===== src/rtl/dds_wave_ctrl.sv =====
// dds_wave_ctrl -- DDS playback controller for a 4096-entry waveform RAM.
//
// A phase accumulator steps by fword each RUN cycle. The top 10 phase bits
// plus pword index one of three 1024-entry table segments, selected by
// wave_sel: 0 = sine, 1 = triangle, 2 = square, 3 = sine. Segment 3 of the
// RAM (0xC00..0xFFF) is never read. RAM reads have a one-cycle latency.
// A sample reaches wave_out two cycles after its address is registered.
//
// Optional feature macro: DDS_WAVE_LOAD_EN
//   When defined, the table can be written in IDLE through the
//   load_valid/load_ready handshake. When undefined, load_ready, ram_wea
//   and ram_din are tied 0, the load inputs are ignored, and the table
//   content comes only from RAM initialisation.
//
// Ports
//   clka             clock, rising edge
//   rst_n            synchronous active-low reset
//   start / stop     one-cycle playback control pulses (stop wins a tie)
//   fword            frequency tuning word (PHASE_W bits)
//   pword            phase offset in table entries (10 bits)
//   wave_sel         segment select
//   load_valid/ready waveform-load handshake
//   load_addr/data   write address / write data for a load beat
//   ram_ena/wea/addr/din  registered RAM port drive
//   ram_dout         RAM read data
//   wave_out/valid   registered output sample and its qualifier
//   busy             high in RUN and DRAIN

`ifndef WIDTH
`define WIDTH 16
`endif

module dds_wave_ctrl #(
  parameter int unsigned WIDTH   = `WIDTH,
  parameter int unsigned PHASE_W = 32
) (
  input  logic               clka,
  input  logic               rst_n,
  input  logic               start,
  input  logic               stop,
  input  logic [PHASE_W-1:0] fword,
  input  logic [9:0]         pword,
  input  logic [1:0]         wave_sel,
  input  logic               load_valid,
  output logic               load_ready,
  input  logic [11:0]        load_addr,
  input  logic [WIDTH-1:0]   load_data,
  output logic               ram_ena,
  output logic               ram_wea,
  output logic [11:0]        ram_addr,
  output logic [WIDTH-1:0]   ram_din,
  input  logic [WIDTH-1:0]   ram_dout,
  output logic [WIDTH-1:0]   wave_out,
  output logic               wave_valid,
  output logic               busy
);

  typedef enum logic [1:0] {
    S_IDLE,
    S_RUN,
    S_DRAIN
  } state_t;

  state_t             r_state;
  logic [PHASE_W-1:0] r_acc;
  logic               r_drain_cnt;
  logic               r_rd_pend;
  logic               r_ram_ena;
  logic [11:0]        r_ram_addr;
  logic [WIDTH-1:0]   r_wave_out;
  logic               r_wave_valid;
  logic               r_busy;

  logic [9:0]         w_idx;
  logic [1:0]         w_seg;

  // Table index wraps modulo 1024 inside the selected segment.
  assign w_idx = r_acc[PHASE_W-1 -: 10] + pword;
  assign w_seg = (wave_sel == 2'd3) ? 2'd0 : wave_sel;

`ifdef DDS_WAVE_LOAD_EN
  logic             r_ram_wea;
  logic [WIDTH-1:0] r_ram_din;
  logic             r_load_ready;
  logic             r_start_pend;
  logic             w_load_beat;

  assign w_load_beat = load_valid && r_load_ready;
  assign ram_wea     = r_ram_wea;
  assign ram_din     = r_ram_din;
  assign load_ready  = r_load_ready;
`else
  logic w_unused_load;

  assign w_unused_load = ^{load_valid, load_addr, load_data};
  assign ram_wea       = 1'b0;
  assign ram_din       = '0;
  assign load_ready    = 1'b0;
`endif

  assign ram_ena    = r_ram_ena;
  assign ram_addr   = r_ram_addr;
  assign wave_out   = r_wave_out;
  assign wave_valid = r_wave_valid;
  assign busy       = r_busy;

  always_ff @(posedge clka) begin
    if (!rst_n) begin
      r_state      <= S_IDLE;
      r_acc        <= '0;
      r_drain_cnt  <= 1'b0;
      r_rd_pend    <= 1'b0;
      r_ram_ena    <= 1'b0;
      r_ram_addr   <= '0;
      r_wave_out   <= '0;
      r_wave_valid <= 1'b0;
      r_busy       <= 1'b0;
`ifdef DDS_WAVE_LOAD_EN
      r_ram_wea    <= 1'b0;
      r_ram_din    <= '0;
      r_load_ready <= 1'b1;
      r_start_pend <= 1'b0;
`endif
    end else begin
      // Two-stage read pipeline: address -> ram_dout -> wave_out.
      r_rd_pend    <= r_ram_ena && !ram_wea;
      r_wave_valid <= r_rd_pend;
      if (r_rd_pend) begin
        r_wave_out <= ram_dout;
      end
      r_ram_ena <= 1'b0;
`ifdef DDS_WAVE_LOAD_EN
      r_ram_wea <= 1'b0;
`endif

      case (r_state)
        S_IDLE: begin
`ifdef DDS_WAVE_LOAD_EN
          if (r_start_pend) begin
            r_start_pend <= 1'b0;
            r_state      <= S_RUN;
            r_acc        <= '0;
            r_busy       <= 1'b1;
          end else begin
            if (w_load_beat) begin
              r_ram_ena  <= 1'b1;
              r_ram_wea  <= 1'b1;
              r_ram_addr <= load_addr;
              r_ram_din  <= load_data;
            end
            if (start && !stop) begin
              // A start that collides with a load beat waits one cycle so
              // the write owns the RAM port before the first read.
              r_load_ready <= 1'b0;
              if (w_load_beat) begin
                r_start_pend <= 1'b1;
              end else begin
                r_state <= S_RUN;
                r_acc   <= '0;
                r_busy  <= 1'b1;
              end
            end
          end
`else
          if (start && !stop) begin
            r_state <= S_RUN;
            r_acc   <= '0;
            r_busy  <= 1'b1;
          end
`endif
        end

        S_RUN: begin
          if (stop) begin
            r_state     <= S_DRAIN;
            r_drain_cnt <= 1'b0;
          end else begin
            r_ram_ena  <= 1'b1;
            r_ram_addr <= {w_seg, w_idx};
            r_acc      <= r_acc + fword;
          end
        end

        S_DRAIN: begin
          if (r_drain_cnt) begin
            r_state <= S_IDLE;
            r_busy  <= 1'b0;
`ifdef DDS_WAVE_LOAD_EN
            r_load_ready <= 1'b1;
`endif
          end else begin
            r_drain_cnt <= 1'b1;
          end
        end

        default: begin
          r_state <= S_IDLE;
        end
      endcase
    end
  end

endmodule

===== config.mk =====
export PLATFORM = sky130hd
export DESIGN_NAME = dds_wave_ctrl
export DESIGN_NICKNAME = d
export VERILOG_FILES = /design/src/rtl/dds_wave_ctrl.sv
export SDC_FILE = /design/constraint.sdc
export NUM_CORES = 1
export LEC_CHECK = 0
export ABC_AREA = 1
export CAP_MARGIN = 20
export CORE_UTILIZATION = 54
export CTS_BUF_LIST = sky130_fd_sc_hd__clkbuf_4 sky130_fd_sc_hd__clkbuf_8
export DETAILED_ROUTE_END_ITERATION = 10
export PLACE_DENSITY = 0.88
export SYNTH_ARGS = -nofsm -noshare
export SYNTH_HDL_FRONTEND = slang
export SYNTH_SLANG_ARGS = --single-unit

===== constraint.sdc =====
create_clock -name clka -period 5.3 [get_ports clka]
set_input_delay 1.06 -clock clka [delete_from_list [all_inputs] [get_ports clka]]
set_output_delay 1.06 -clock clka [all_outputs]
set_load 0.02 [all_outputs]

# Yosys cells after proc, flatten, opt, wreduce, memory -nomap -nowiden
# Cells that the tools add are included.
[word_totals] word_cells=45 output_inout_bits=49 reg_bits=67 in_bits=93
[op_classes] n_reduce_logical=12 addsub=2 n_eq_ne=7 mux=14 n_bitwise=1
[op_table] op="$mux W32" n=2
[op_table] op="$pmux W32 S2" n=1
[op_table] op="$add A32 B32 Y32" n=1
[op_table] op="$add A10 B10 Y10" n=1
[op_table] op="$reduce_and A3 Y1" n=3
[op_table] op="$mux W2" n=4
[op_table] op="$ne A2 B2 Y1 const B" n=4
[op_table] op="$pmux W2 S3" n=1
[op_table] op="$reduce_and A2 Y1" n=3
[op_table] op="$reduce_bool A2 Y1" n=3
[op_table] op="$eq A2 B2 Y1 const B" n=2
[op_table] op="$mux W1" n=4
[op_table] op="$pmux W1 S2" n=2
[op_table] op="$eq A2 B1 Y1 const B" n=1
[op_table] op="$logic_not A2 Y1" n=1
[op_table] op="$logic_and A1 B1 Y1" n=1
[op_table] op="$logic_not A1 Y1" n=1
[op_table] op="$not A1 Y1" n=1

# Logic depth before layout (Yosys ltp)
[logic_depth] ltp_word=4 ltp_mapped=13 mapped_depth_nobuf=13

# Worst setup path before layout
# No wires, ideal clock.
[synth_path] kind="input -> register" from="in fword[0]" to="reg r_acc[28]" setup_ns=0.132 required_ns=5.168 path_stages=13 setup_slack_ns=2.806 path_buffers=0 arrival_ns=2.362 cell_sequence="ha_1 > inv_1 > fa_1 > inv_1 > nand3_1 > nand3_1 > nand3_1 > nand3_1 > nand2_1 > nand2_1 > nand2_1 > nand3_1 > a21oi_1"
[synth_via] elab_chain_cells=3
[synth_lines] item="start, declared" line="41" text="input logic [PHASE_W-1:0] fword,"
[synth_lines] item="$add A32 B32 Y32" line="180" text="r_acc <= r_acc + fword;"
[synth_lines] item="$mux W32" line="174" text="if (stop) begin"
[synth_lines] item="$pmux W32 S2" line="136" text="case (r_state)"
[synth_lines] item="end signal, assigned" line="180"
[synth_lines] item="end, declared" line="65" text="logic [PHASE_W-1:0] r_acc;"
# No other way between the ends. The select of a mux whose other input is x is not followed.
# A chain may end at the register's enable or synchronous reset.

# Worst setup path in the final report
[layout_path] from="in stop" to="reg r_acc[21]"
[layout_via] elab_chain_cells=4 elab_cells_between_ends=5 cone_classes="eq/ne (2); reduce/logical (3)"
[layout_lines] item="start, declared" line="40" text="input logic stop,"
[layout_lines] item="$logic_not A1 Y1" line="165" text="if (start && !stop) begin"
[layout_lines] item="$logic_and A1 B1 Y1" line="165"
[layout_lines] item="$ne A2 B2 Y1 (no source line)"
[layout_lines] item="$reduce_and A3 Y1 (no source line) *"
# Mark *: on every way between the ends. The rest lies on a longest branch, timed or not.

==> results list <==
* Status: complete, no violations
- Depth of the CTS H-tree: 3
- Vias in the first global route: 4990
- Max VDD drop: 0.0001565 V
- CP Data Required Time: 5.57 ns
* Clock skew after layout: 0.006417 ns
* Final critical delay including setup and external delays: 3.152 ns
- In the routed layout, each cell is associated on average with a via count of 4.974.
- After synthesis the netlist holds a flip-flop and latch count of 67.
- Yosys top cell by area: dfxtp_1
- Max-cap violations in this run came to 0.
- Number of enable flip-flop cells after synthesis: 0
- Final Setup Violations: 0
- Clock tree from TritonCTS: built
- Global-route wire length before repair: 21.86 mm
- For this run, the post-layout net count is 1089.
- Relative max-transition margin: 0.6059
- Count of pins over their slew limit: 0
- During placement, the flow inserted port buffers numbering 94.
* Routed wire length: 13.04 mm
* Share of the synthesized area in the top cell type: 0.2596
- Hold buffer count at CTS: 0
- In this run the static leakage power is 3.360 nW.
- Critical Path Source Type: primary input
- Worst-case clock buffer depth: 2
- Clock Tree Root: clkbuf_8
* Worst-path clk slew: 0.08 ns
* Count of boundary I/O pins: 142
- CP startpoint: stop
- Highest clock frequency the design can meet: 0.3172 GHz
* Most used standard cells in the synthesized netlist: 277 x nand2_1, 141 x inv_1, 88 x nor2_1
- Sequential-to-total area share from yosys stat: 0.2596
- Iter 0 DRT Violations: 222
- Most instantiated flip-flop cell in the synthesis netlist: dfxtp_1
- CP max FO: 33
* Share of cells above drive strength 1: 0.03233
- Post-CTS repair changed the size of 0 cells.
- Hold/Removal Path Class: reg -> reg
- Total inserted antenna cells: 0
- Final WS setup: 2.148 ns
- End point of the critical path: r_acc[21]
- Kind of capture point of the worst setup path: flop
- For this run, the total global-route usage over all layers was measured as 0.2732.
- Dividing the final minimum period by the clock period gives 0.5947.
- Slew @ Worst Pin: 0.5905 ns
- In the post-synthesis netlist, the cell with the most instances is nand2_1.
- The initial utilization of the core area, before any placement, comes to 0.5592.
- The initialized floorplan defines 35 standard-cell rows.
- Detailed-route via count: 5412
- The die is 99.83 um tall.
- Avg WL per Cell: 11.98 um
- Number of CTS-inserted buffers: 9
- Worst setup path class: in -> reg
- Post-CTS Repair Setup Buffers: 0
- Summed over all nets, the half-perimeter wirelength after detailed placement is 9.888 mm.
* Unrepaired setup endpoints after global routing: no
- The area growth from synthesis to layout is 23.83%.
- The congestion estimate from routability-driven global placement came to 0.9305.
* Overflow left after global routing: 0
- Average cell area after synthesis: 5.995 um2
- In this run the critical register-to-register path is launched from r_state[0].
* Number of cell instances on the worst register-to-register path: 11
* Cell area after layout: 6399 um2
- Number of nets still failing antenna checks after routing: 0
* Power density over the cells: 208.3 nW/um2
* Proportion of register bits with asynchronous set or reset after synthesis: 0
- Final hold analysis gives a worst-case slack of 0.4523 ns.
- For the final routed database, the setup TNS stands at 0 ns.
- Worst reg2reg setup slack: 2.87 ns
- Arrival time at the worst endpoint: 3.42 ns
- Clock latency on the worst-skew pair, taken at its later pin, is 0.35 ns.
- For this run, design rule violations remaining after detail routing come to 0.
* Pre-CTS setup slack: 1.576 ns
- The Yosys step of the flow raised 0 warnings.
- In this run the standard cell core region covers 9240 um2.
- By area the synthesized netlist is led by dfxtp_1 26%, nand2_1 20%, inv_1 10%.
* Worst reg2reg endpoint: r_acc[21]
* Die area: 9965 um2
- Entering global routing, the biggest net connects 35 pins.
- Counting every sink on the clock net gives 67.
* Die X: 99.83 um
- Placed standard-cell area: 6140 um2
* Post-Syn Instances: 862
- TritonRoute pass-1 iters: 5
- Number of unique standard cell types used by synthesis: 36
* Final Hold Viols: 0
- Antenna violations before repair: 0
- In this run the cell area of the synthesized design comes to 5167 um2.
state kept, by name, summed over array words and instances, names as in the netlist:
signal and flops:
busy 1, r_acc 32, r_drain_cnt 1, r_rd_pend 1, r_state 2, ram_addr 12, ram_ena 1, wave_out 16
wave_valid 1
how the worst min path moves through the flow:
stage / cells past startpoint / slack [ns] / start / end
after floorplan: 2 / 0.45 / r_acc[10] / r_acc[10]
after global placement: 2 / 0.43 / ram_ena / r_rd_pend
after detailed placement: 2 / 0.45 / ram_ena / r_rd_pend
after CTS: 2 / 0.46 / ram_ena / r_rd_pend
after global routing: 2 / 0.48 / r_acc[5] / r_acc[5]
final: 2 / 0.45 / ram_ena / r_rd_pend
cell usage in the layout, fill, tap and decap left out, types with 2 or more instances in the layout:
cell type and instances:
nand2_1 277, inv_1 141, clkdlybuf4s50_1 94, nor2_1 88, a21oi_1 70, dfxtp_1 67
nand3_1 53, ha_1 40, o21ai_0 35, conb_1 18, clkbuf_8 9, nand3b_1 6
xor2_1 5, o21bai_1 5, nor3_1 5, nand4_1 5, or2_2 4, a21o_1 4
nor2_2 3, bufinv_16 3, buf_4 3, inv_2 2, o21ai_1 2, xnor2_1 2
o211ai_1 2, fa_1 2
logic make-up (layout without fill, tap and decap cells):
kind of cell	after synthesis	count (layout)	share of synthesized area
and+or+nand+nor	444	444	0.3492
buffers and inverters	178	258	0.1465
AOI/OAI and AO/OA	123	123	0.1276
DFF	67	67	0.2596
adders and majority gates	42	42	0.1046
xor gates and xnor gates	7	7	0.01186
other	1	18	0.0007257
layer usage:
metal	up-vias	global-route usage	wire, um
li1	2851	-	-
met1	2377	0.3503	5891
met2	166	0.4599	6035
met3	18	0.06058	878
met4	0	0.08032	231
met5	-	0	0
worst max-delay path, cell delays in order:
cell and delay, ns:
clkdlybuf4s50_1 0.52, nor2_4 0.05, buf_4 0.25, inv_2 0.37, nand2_1 0.21, inv_1 0.49
buf_8 0.24, nand2_1 0.07, a21oi_1 0.14
report_power, final:
part	switching (mW)	total, mW	internal [mW]
Combinational	0.155	0.268	0.113
Sequential	0.00915	0.527	0.518
Clock	0.217	0.537	0.320
Total	0.381	1.33	0.951
stage by stage:
| stage | cells | power, mW | utilization |
|---|---|---|---|
| after floorplan | 879 | 0.7125 | - |
| after global placement | 1071 | 0.7962 | 0.6645 |
| after detailed placement | 1071 | 0.8000 | 0.6645 |
| after CTS | 1087 | 1.334 | 0.6909 |
| after global routing | 1088 | 1.400 | 0.6925 |
| final | 1088 | 1.333 | 0.6925 |
cell type report:
cell class,count,area (um2)
tap,129,161.4
multi-input combinational,634,3133
fill,802,2841
inverter,144,540.5
sequential,67,1341
clock buffer,10,131.4
clock inverter,6,112.6
timing repair buffer,98,978.4
Power figures use the tool's default switching activity.
